[src/rtl/div32_seq_pkg.sv]
//==============================================================================
// Module      : div32_seq_pkg
// Description : Shared width default and FSM state encoding for div32_seq.
// Revision    : 1.0 - initial release
//==============================================================================
`default_nettype none

package div32_seq_pkg;

  localparam int XLEN_DEF = 32;

  typedef enum logic [2:0] {
    S_IDLE = 3'd0,
    S_PREP = 3'd1,
    S_ITER = 3'd2,
    S_FIX  = 3'd3,
    S_DONE = 3'd4
  } state_t;

endpackage

`default_nettype wire

[src/rtl/div32_seq_step.sv]
//==============================================================================
// Module      : div32_seq_step
// Description : One combinational radix-2 restoring division step.
// Revision    : 1.0 - initial release
//==============================================================================
`default_nettype none

module div32_seq_step #(
  parameter int XLEN = 32
) (
  input  logic [XLEN-1:0] r,
  input  logic            din,
  input  logic [XLEN-1:0] bmag,
  output logic [XLEN-1:0] r_next,
  output logic            qbit
);

  // Shifted remainder needs XLEN+1 bits so the carry out of r is not lost.
  logic [XLEN:0]   w_sh;
  logic [XLEN-1:0] w_diff;

  assign w_sh   = {r, din};
  assign qbit   = (w_sh >= {1'b0, bmag});
  // Difference is below bmag whenever it is selected, so XLEN bits suffice.
  assign w_diff = w_sh[XLEN-1:0] - bmag;
  assign r_next = qbit ? w_diff : w_sh[XLEN-1:0];

endmodule

`default_nettype wire

[src/rtl/div32_seq.sv]
//==============================================================================
// Module      : div32_seq
// Description : Iterative restoring divider for DIV/DIVU/REM/REMU, start/busy/done.
// Revision    : 1.0 - initial release
//==============================================================================
`default_nettype none

module div32_seq
  import div32_seq_pkg::*;
#(
  parameter int XLEN = XLEN_DEF
) (
  input  logic            clk,
  input  logic            rst,
  input  logic            start,
  input  logic            sgn,
  input  logic [XLEN-1:0] a,
  input  logic [XLEN-1:0] b,
  output logic            busy,
  output logic            done,
  output logic [XLEN-1:0] quo,
  output logic [XLEN-1:0] rem
);

  localparam int              CW         = $clog2(XLEN);
  localparam logic [XLEN-1:0] c_min_neg  = {1'b1, {(XLEN-1){1'b0}}};
  localparam logic [XLEN-1:0] c_all_ones = '1;
  localparam logic [CW-1:0]   c_cnt_init = CW'(XLEN-1);

  state_t          r_state;
  logic [CW-1:0]   r_cnt;
  logic            r_sgn;
  logic [XLEN-1:0] r_a;
  logic [XLEN-1:0] r_b;
  logic [XLEN-1:0] r_bmag;
  logic [XLEN-1:0] r_rem;
  logic [XLEN-1:0] r_dq;
  logic            r_neg_q;
  logic            r_neg_r;
  logic            r_done;
  logic [XLEN-1:0] r_quo;
  logic [XLEN-1:0] r_rout;

  logic [XLEN-1:0] w_amag;
  logic [XLEN-1:0] w_bmag;
  logic            w_ovf;
  logic [XLEN-1:0] w_step_r;
  logic            w_qbit;

  assign w_amag = (r_sgn && r_a[XLEN-1]) ? -r_a : r_a;
  assign w_bmag = (r_sgn && r_b[XLEN-1]) ? -r_b : r_b;
  assign w_ovf  = r_sgn && (r_a == c_min_neg) && (r_b == c_all_ones);

  // r_dq holds the dividend at its MSB end and collects quotient bits at the LSB.
  div32_seq_step #(.XLEN(XLEN)) u_step (
    .r      (r_rem),
    .din    (r_dq[XLEN-1]),
    .bmag   (r_bmag),
    .r_next (w_step_r),
    .qbit   (w_qbit)
  );

  always_ff @(posedge clk) begin
    if (rst) begin
      r_state <= S_IDLE;
      r_cnt   <= '0;
      r_sgn   <= 1'b0;
      r_a     <= '0;
      r_b     <= '0;
      r_bmag  <= '0;
      r_rem   <= '0;
      r_dq    <= '0;
      r_neg_q <= 1'b0;
      r_neg_r <= 1'b0;
      r_done  <= 1'b0;
      r_quo   <= '0;
      r_rout  <= '0;
    end else begin
      r_done <= 1'b0;
      case (r_state)
        S_IDLE: begin
          if (start) begin
            r_a     <= a;
            r_b     <= b;
            r_sgn   <= sgn;
            r_state <= S_PREP;
          end
        end
        S_PREP: begin
          r_bmag  <= w_bmag;
          r_cnt   <= c_cnt_init;
          r_neg_q <= r_sgn & (r_a[XLEN-1] ^ r_b[XLEN-1]);
          r_neg_r <= r_sgn & r_a[XLEN-1];
          r_rem   <= '0;
          r_dq    <= w_amag;
          r_state <= S_ITER;
          // Divide-by-zero and signed overflow bypass the loop with fixed results.
          if (r_b == '0) begin
            r_dq    <= c_all_ones;
            r_rem   <= r_a;
            r_neg_q <= 1'b0;
            r_neg_r <= 1'b0;
            r_state <= S_FIX;
          end else if (w_ovf) begin
            r_dq    <= c_min_neg;
            r_rem   <= '0;
            r_neg_q <= 1'b0;
            r_neg_r <= 1'b0;
            r_state <= S_FIX;
          end
        end
        S_ITER: begin
          r_rem <= w_step_r;
          r_dq  <= {r_dq[XLEN-2:0], w_qbit};
          if (r_cnt == '0) begin
            r_state <= S_FIX;
          end else begin
            r_cnt <= r_cnt - 1'b1;
          end
        end
        S_FIX: begin
          r_quo   <= r_neg_q ? -r_dq : r_dq;
          r_rout  <= r_neg_r ? -r_rem : r_rem;
          r_done  <= 1'b1;
          r_state <= S_DONE;
        end
        S_DONE: begin
          r_state <= S_IDLE;
        end
        default: begin
          r_state <= S_IDLE;
        end
      endcase
    end
  end

  assign busy = (r_state != S_IDLE);
  assign done = r_done;
  assign quo  = r_quo;
  assign rem  = r_rout;

endmodule

`default_nettype wire

[config.mk]
export PLATFORM = sky130hd
export DESIGN_NAME = div32_seq
export DESIGN_NICKNAME = d
export VERILOG_FILES = /design/src/rtl/div32_seq_pkg.sv /design/src/rtl/div32_seq_step.sv /design/src/rtl/div32_seq.sv
export SDC_FILE = /design/constraint.sdc
export NUM_CORES = 1
export LEC_CHECK = 0
export CAP_MARGIN = 40
export CORE_UTILIZATION = 35
export CTS_BUF_LIST = sky130_fd_sc_hd__clkbuf_8
export DETAILED_ROUTE_END_ITERATION = 16
export HOLD_SLACK_MARGIN = 0.15
export RECOVER_POWER = 50
export SYNTH_ARGS = -nofsm -noshare
export SYNTH_HDL_FRONTEND = slang
export SYNTH_SLANG_ARGS = --single-unit
[constraint.sdc]
create_clock -name clk -period 5.4 [get_ports clk]
set_clock_uncertainty 0.15 [all_clocks]
set_input_delay 1.08 -clock clk [delete_from_list [all_inputs] [get_ports clk]]
set_output_delay 1.08 -clock clk [all_outputs]
set_load 0.05 [all_outputs]
==> Word level (Yosys, flattened, before mapping) <==
Cells that the tools add are included.
{ "word_totals": {"register_bits": 236, "input_bits": 68, "out_inout_bits": 66, "wordCells": 65} }
{ "classes": {"addsub": 6, "magnitude_cmp": 1, "eq_ne": 8, "n_mux": 22, "n_bitwise": 3, "n_reduce_logical": 12} }
{ "ops": {"columns": ["cell", "count"], "rows": [
  ["32-bit 2-to-1 mux", 8],
  ["32-bit negation", 4],
  ["32-bit one-hot mux with 2 select lines", 2],
  ["32-bit equality test (second input constant)", 2],
  ["33-bit by 32-bit >= comparator with 1-bit output", 1],
  ["32-bit logical NOT", 1],
  ["32-bit subtractor", 1],
  ["3-bit one-hot mux with 4 select lines", 1],
  ["5-bit one-hot mux with 2 select lines", 1],
  ["1-bit 2-to-1 mux", 7],
  ["3-bit by 2-bit equality test with 1-bit output (second input constant)", 2],
  ["3-bit 2-to-1 mux", 2],
  ["2-bit inequality test (second input constant)", 3],
  ["2-bit AND reduction", 3],
  ["5-bit logical NOT", 1],
  ["5-bit 2-to-1 mux", 1],
  ["5-bit by 1-bit subtractor with 5-bit output (second input constant)", 1],
  ["1-bit logical AND", 4],
  ["3-bit by 1-bit equality test with 1-bit output (second input constant)", 1],
  ["3-bit logical NOT", 1],
  ["3-bit nonzero test", 1],
  ["1-bit AND", 2],
  ["2-bit nonzero test", 1],
  ["1-bit XOR", 1]
]} }

==> Depth between registers and ports, before layout <==
{ "logic_depth": {"word_depth": 6, "depth_mapped": 13, "ltp_nobuf": 12} }

==> Hierarchy <==
Synthesis repeated with hierarchy kept, for this count alone.
{ "hier_totals": {"hier_cells": 1733, "area_unflattened_um2": 13764.5} }
{ "by_module_without_submodules": {"columns": ["mod", "instances", "cells_per_inst", "area_each_um2", "seq_area_each_um2"], "rows": [
  ["div32_seq", 1, 1410, 11433.5, 4724.5],
  ["div32_seq_step", 1, 323, 2331.0, 0.0]
]} }

==> Worst setup path after synthesis <==
OpenSTA, ideal clock, no wires.
{ "synth_timing": {"path_type": "register to register", "from": "reg r_rem[14]", "to": "reg r_rem[3]", "setup_time_ps": 134, "t_arrival_ps": 2955, "required_ps": 5116, "slack_ps": 2161, "path_stages_with_launch": 12, "n_path_buf": 3, "period_less_slack_ps": 3239, "path_cell_list": "dfxtp_1 > ha_1 > clkbuf_1 > nand4_1 > or3_1 > o21ai_0 > a21o_1 > a21o_1 > clkbuf_1 > clkbuf_1 > mux2i_1 > o22ai_1"} }
{ "synth_between": {"elab_chain_cells": 3} }
{ "synth_lines": {"columns": ["element", "line", "rtl"], "rows": [
  ["from (decl)", "div32_seq.sv:36", "logic [XLEN-1:0] r_rem;"],
  ["from (signal assigned)", "div32_seq.sv:100", "r_rem <= r_a;"],
  ["from (signal assigned)", "div32_seq.sv:113", "r_rem <= w_step_r;"],
  ["33-bit by 32-bit >= comparator with 1-bit output", "div32_seq_step.sv:23", "assign qbit = (w_sh >= {1'b0, bmag});"],
  ["32-bit 2-to-1 mux", "div32_seq_step.sv:26", "assign r_next = qbit ? w_diff : w_sh[XLEN-1:0];"],
  ["32-bit one-hot mux with 2 select lines", "div32_seq.sv:80", "case (r_state)"]
]} }
No other way between the ends.
A chain may end at the register's enable or synchronous reset.

==> results.json <==
{
  "synth_xor_xnor_area_share_pct": 9.01,
  "rrSetupSlack_ns": 1.20,
  "yosys_warnings": 0,
  "synth_adder_area_share_pct": 3.76,
  "cts_tree": "yes",
  "critPathArrivalTime_ns": 4.84,
  "crit_fanout": 85,
  "critPathLaunchType": "input pin",
  "drc": 0,
  "drive_above_1_share_pct": 5.77,
  "setup_viol": 0,
  "crit_family": "buffers and inverters",
  "syn_inst": 1758,
  "violations": "max-capacitance violations, max-slew violations",
  "fin_area_sq_mm": 0.0161,
  "power.leakage_nw": 5.78,
  "layout.nets": 1933,
  "dp_hpwl_um": 31600,
  "worstPathCellList": "buf_6 > clkbuf_4 > dlymetal6s4s_1 > nor4_1 > a41oi_1 > o21ai_0",
  "grt_pass1_vias": 11700,
  "first_iter_violations": 1007,
  "synth-compound-area-share_pct": 25.8,
  "power.density_mw_per_mm2": 684,
  "muxShareOfSynthArea_pct": 1.29,
  "synth_cell_types": 59,
  "hold_path.class": "register to register",
  "clk_pin_slew_ns": 0.06,
  "synth.top_cell.area_share_pct": 35.0,
  "r2r-end": "r_rem[27]",
  "endpoint_kind": "register",
  "areaGrowthSynthToFinish_pct": 18.8,
  "worst_path_largest_cell_delay_ns": 2.35,
  "grt_pass1_wl_um": 67100,
  "worstHoldPathCells": 2,
  "yosys_register_bits": 236,
  "root_buffer": "clkbuf_8",
  "synthMostInstantiatedCell": "nand2_1",
  "grt_max_degree": 86,
  "cts_hold_buf": 0,
  "yosys-top-cells-count": "nand2_1, dfxtp_1, a21oi_1, nor2_1",
  "pre_cts_ws_ns": 1.33,
  "start_util_pct": 35.7,
  "hold_path_end": "rem[27]",
  "place_area_sq_mm": 0.0152,
  "diodes": 0,
  "path_buf_inv": 3,
  "antenna_found_initial": 0,
  "status": "complete, but fails checks",
  "rows": 71,
  "yosys.area_share.simple_pct": 19.8,
  "synth_top_area_cell": "dfxtp_1",
  "nFillCells": 3961,
  "die_area_sq_mm": 0.0394,
  "totalWireLength_um": 43100,
  "criticalPathCategory": "input pin to register",
  "die_h_um": 198,
  "final_antenna_net_count": 0,
  "fin_crit_ns": 4.53,
  "first_pass_iters": 5,
  "synth_edf_count": 0,
  "cap_viol_max_count": 4,
  "synth_area_sq_mm": 0.0135,
  "post-cts-setup-buffer-count": 0,
  "tns_ns": 0,
  "setup_ws_ns": 0.866,
  "irDropWorstVdd_mv": 0.265,
  "slowest_stage": "dlymetal6s4s_1",
  "relSlewSlack_pct": -130,
  "maxSlewViolCount": 286,
  "grt-ovfl-total": 0,
  "die_w_um": 198,
  "synth.yosys.seq_area_share_pct": 35.0,
  "place.gp.congestion": 0.886,
  "ios": 134,
  "cts_made_buffers": 43,
  "ys.flop_type": "dfxtp_1",
  "vias": 13000,
  "grt_setup_unrepaired": "no",
  "r2r_cells": 10,
  "ys_top_cells_by_area": "dfxtp_1, nand2_1, a21oi_1",
  "synthArstFlopShare_pct": 0,
  "synth_nets": 1866,
  "cts_resized": 0,
  "grtUsageTotal_pct": 21.6,
  "dp.cells": 2291,
  "cts_sinks": 236,
  "tightest_slew_ns": 3.45,
  "wire_per_inst_um": 18.2,
  "hold_start": "rem[27]",
  "syn_area_per_cell_sq_um": 7.68,
  "vias_per_cell": 5.49,
  "finalHoldViolCount": 0,
  "instances_no_fill": 2366,
  "required_ns": 5.71,
  "fin_crit_sh_pct": 84.0,
  "ctsLongestPathBuffers": 3,
  "h-tree-depth": 2,
  "fmax_mhz": 221,
  "synth_top_family_by_area": "compound AO/OA/AOI/OAI gates",
  "worstReg2RegStart": "r_rem[5]",
  "numPortBuffers": 133,
  "design.core.area_sq_mm": 0.0378,
  "clock_latency_ns": 0.57
}
## routing by layer
metal / track usage (%) / vias to the layer above / routed length, um
met5: 0 / - / 0
met4: 7.78 / 0 / 1410
met3: 3.22 / 84 / 2530
met2: 32.3 / 429 / 18100
met1: 31.3 / 6006 / 21100
li1: - / 6460 / -
## cell families (layout without fill, tap and decap cells)
kind of cell / count (synthesis) / in the layout
AO/OA/AOI/OAI: 539 / 539
AND/OR/NAND/NOR: 594 / 594
adder cells (fa/ha/maj): 40 / 40
XOR/XNOR: 139 / 139
flip-flops: 236 / 236
buffers and inverters: 193 / 290
multiplexers: 17 / 17
## cell type report
class	instances	area [sq um]	share of cell area, %
clock buffers	55	757	4.72
clock inverters	20	146	0.912
inverters	63	236	1.47
multi-input cells	1329	8070	50.2
flip-flops and latches	236	4720	29.4
well taps	511	639	3.98
repair buffers	152	1490	9.25
## how the worst max path moves through the flow
stage,from,endpoint,slack [ns],cells past startpoint
3_3_place_gp,r_rem[5],r_rem[15],1.41,9
4_1_cts,r_rem[5],r_rem[26],1.30,10
5_1_grt,rst,r_rem[30],0.64,6
6_report,rst,r_rem[29],0.87,6
3_5_place_dp,r_rem[5],r_rem[26],1.33,10
2_1_floorplan,r_rem[14],r_rem[3],2.16,11
## state kept, by name, summed over array words and instances (netlist names)
name	cells
r_neg_r	1
r_dq	32
r_sgn	1
r_neg_q	1
rem	32
r_a	32
r_bmag	32
r_cnt	5
r_b	32
r_rem	32
done	1
r_state	3
quo	32
## through the flow
step | util, % | hold WS, ns | power (mW)
after floorplan | - | 0.282 | 7.25
after global placement | 39.9 | 0.293 | 9.08
after detailed placement | 40.1 | 0.299 | 9.13
after CTS | 42.5 | 0.308 | 11.0
after global routing | 42.4 | 0.329 | 11.8
final | 42.4 | 0.302 | 11.0
## worst min-delay path, stage by stage (launching register included)
cell and delay (ns):
dfxtp_1 0.31, nand2_1 0.05, a21oi_1 0.05
## placed cells by master, fill, tap and decap left out, types with 5 or more instances in the layout
| cell type | count |
|---|---|
| a311oi_1 | 6 |
| a21oi_1 | 187 |
| ha_1 | 39 |
| clkinv_2 | 6 |
| or2_2 | 6 |
| a21o_1 | 11 |
| xnor2_1 | 53 |
| o41ai_1 | 8 |
| nand2_1 | 268 |
| nor3_1 | 27 |
| a31oi_1 | 22 |
| o21a_1 | 6 |
| o21ai_0 | 70 |
| xor2_1 | 86 |
| a22oi_1 | 6 |
| and2_1 | 5 |
| a211oi_1 | 118 |
| clkbuf_8 | 55 |
| nor4_1 | 10 |
| nand4_1 | 25 |
| nand3_1 | 27 |
| or4_1 | 8 |
| inv_1 | 72 |
| and3_1 | 18 |
| o31ai_1 | 31 |
| clkdlybuf4s50_1 | 129 |
| or3_1 | 22 |
| and4_1 | 5 |
| nor2_1 | 147 |
| a221oi_1 | 31 |
| dfxtp_1 | 236 |
| o21bai_1 | 5 |
| buf_4 | 12 |
| mux2i_1 | 14 |
## power by group
group          internal, mW  leakage, nW  total, mW  switching (mW)
Combinational          2.32         3.36       6.43            4.11
Clock                  1.01        0.496       1.80           0.788
Sequential             2.16         1.92       2.75           0.589
Total                  5.49         5.78       11.0            5.48
Note: power is estimated with default switching activity, not from simulation.
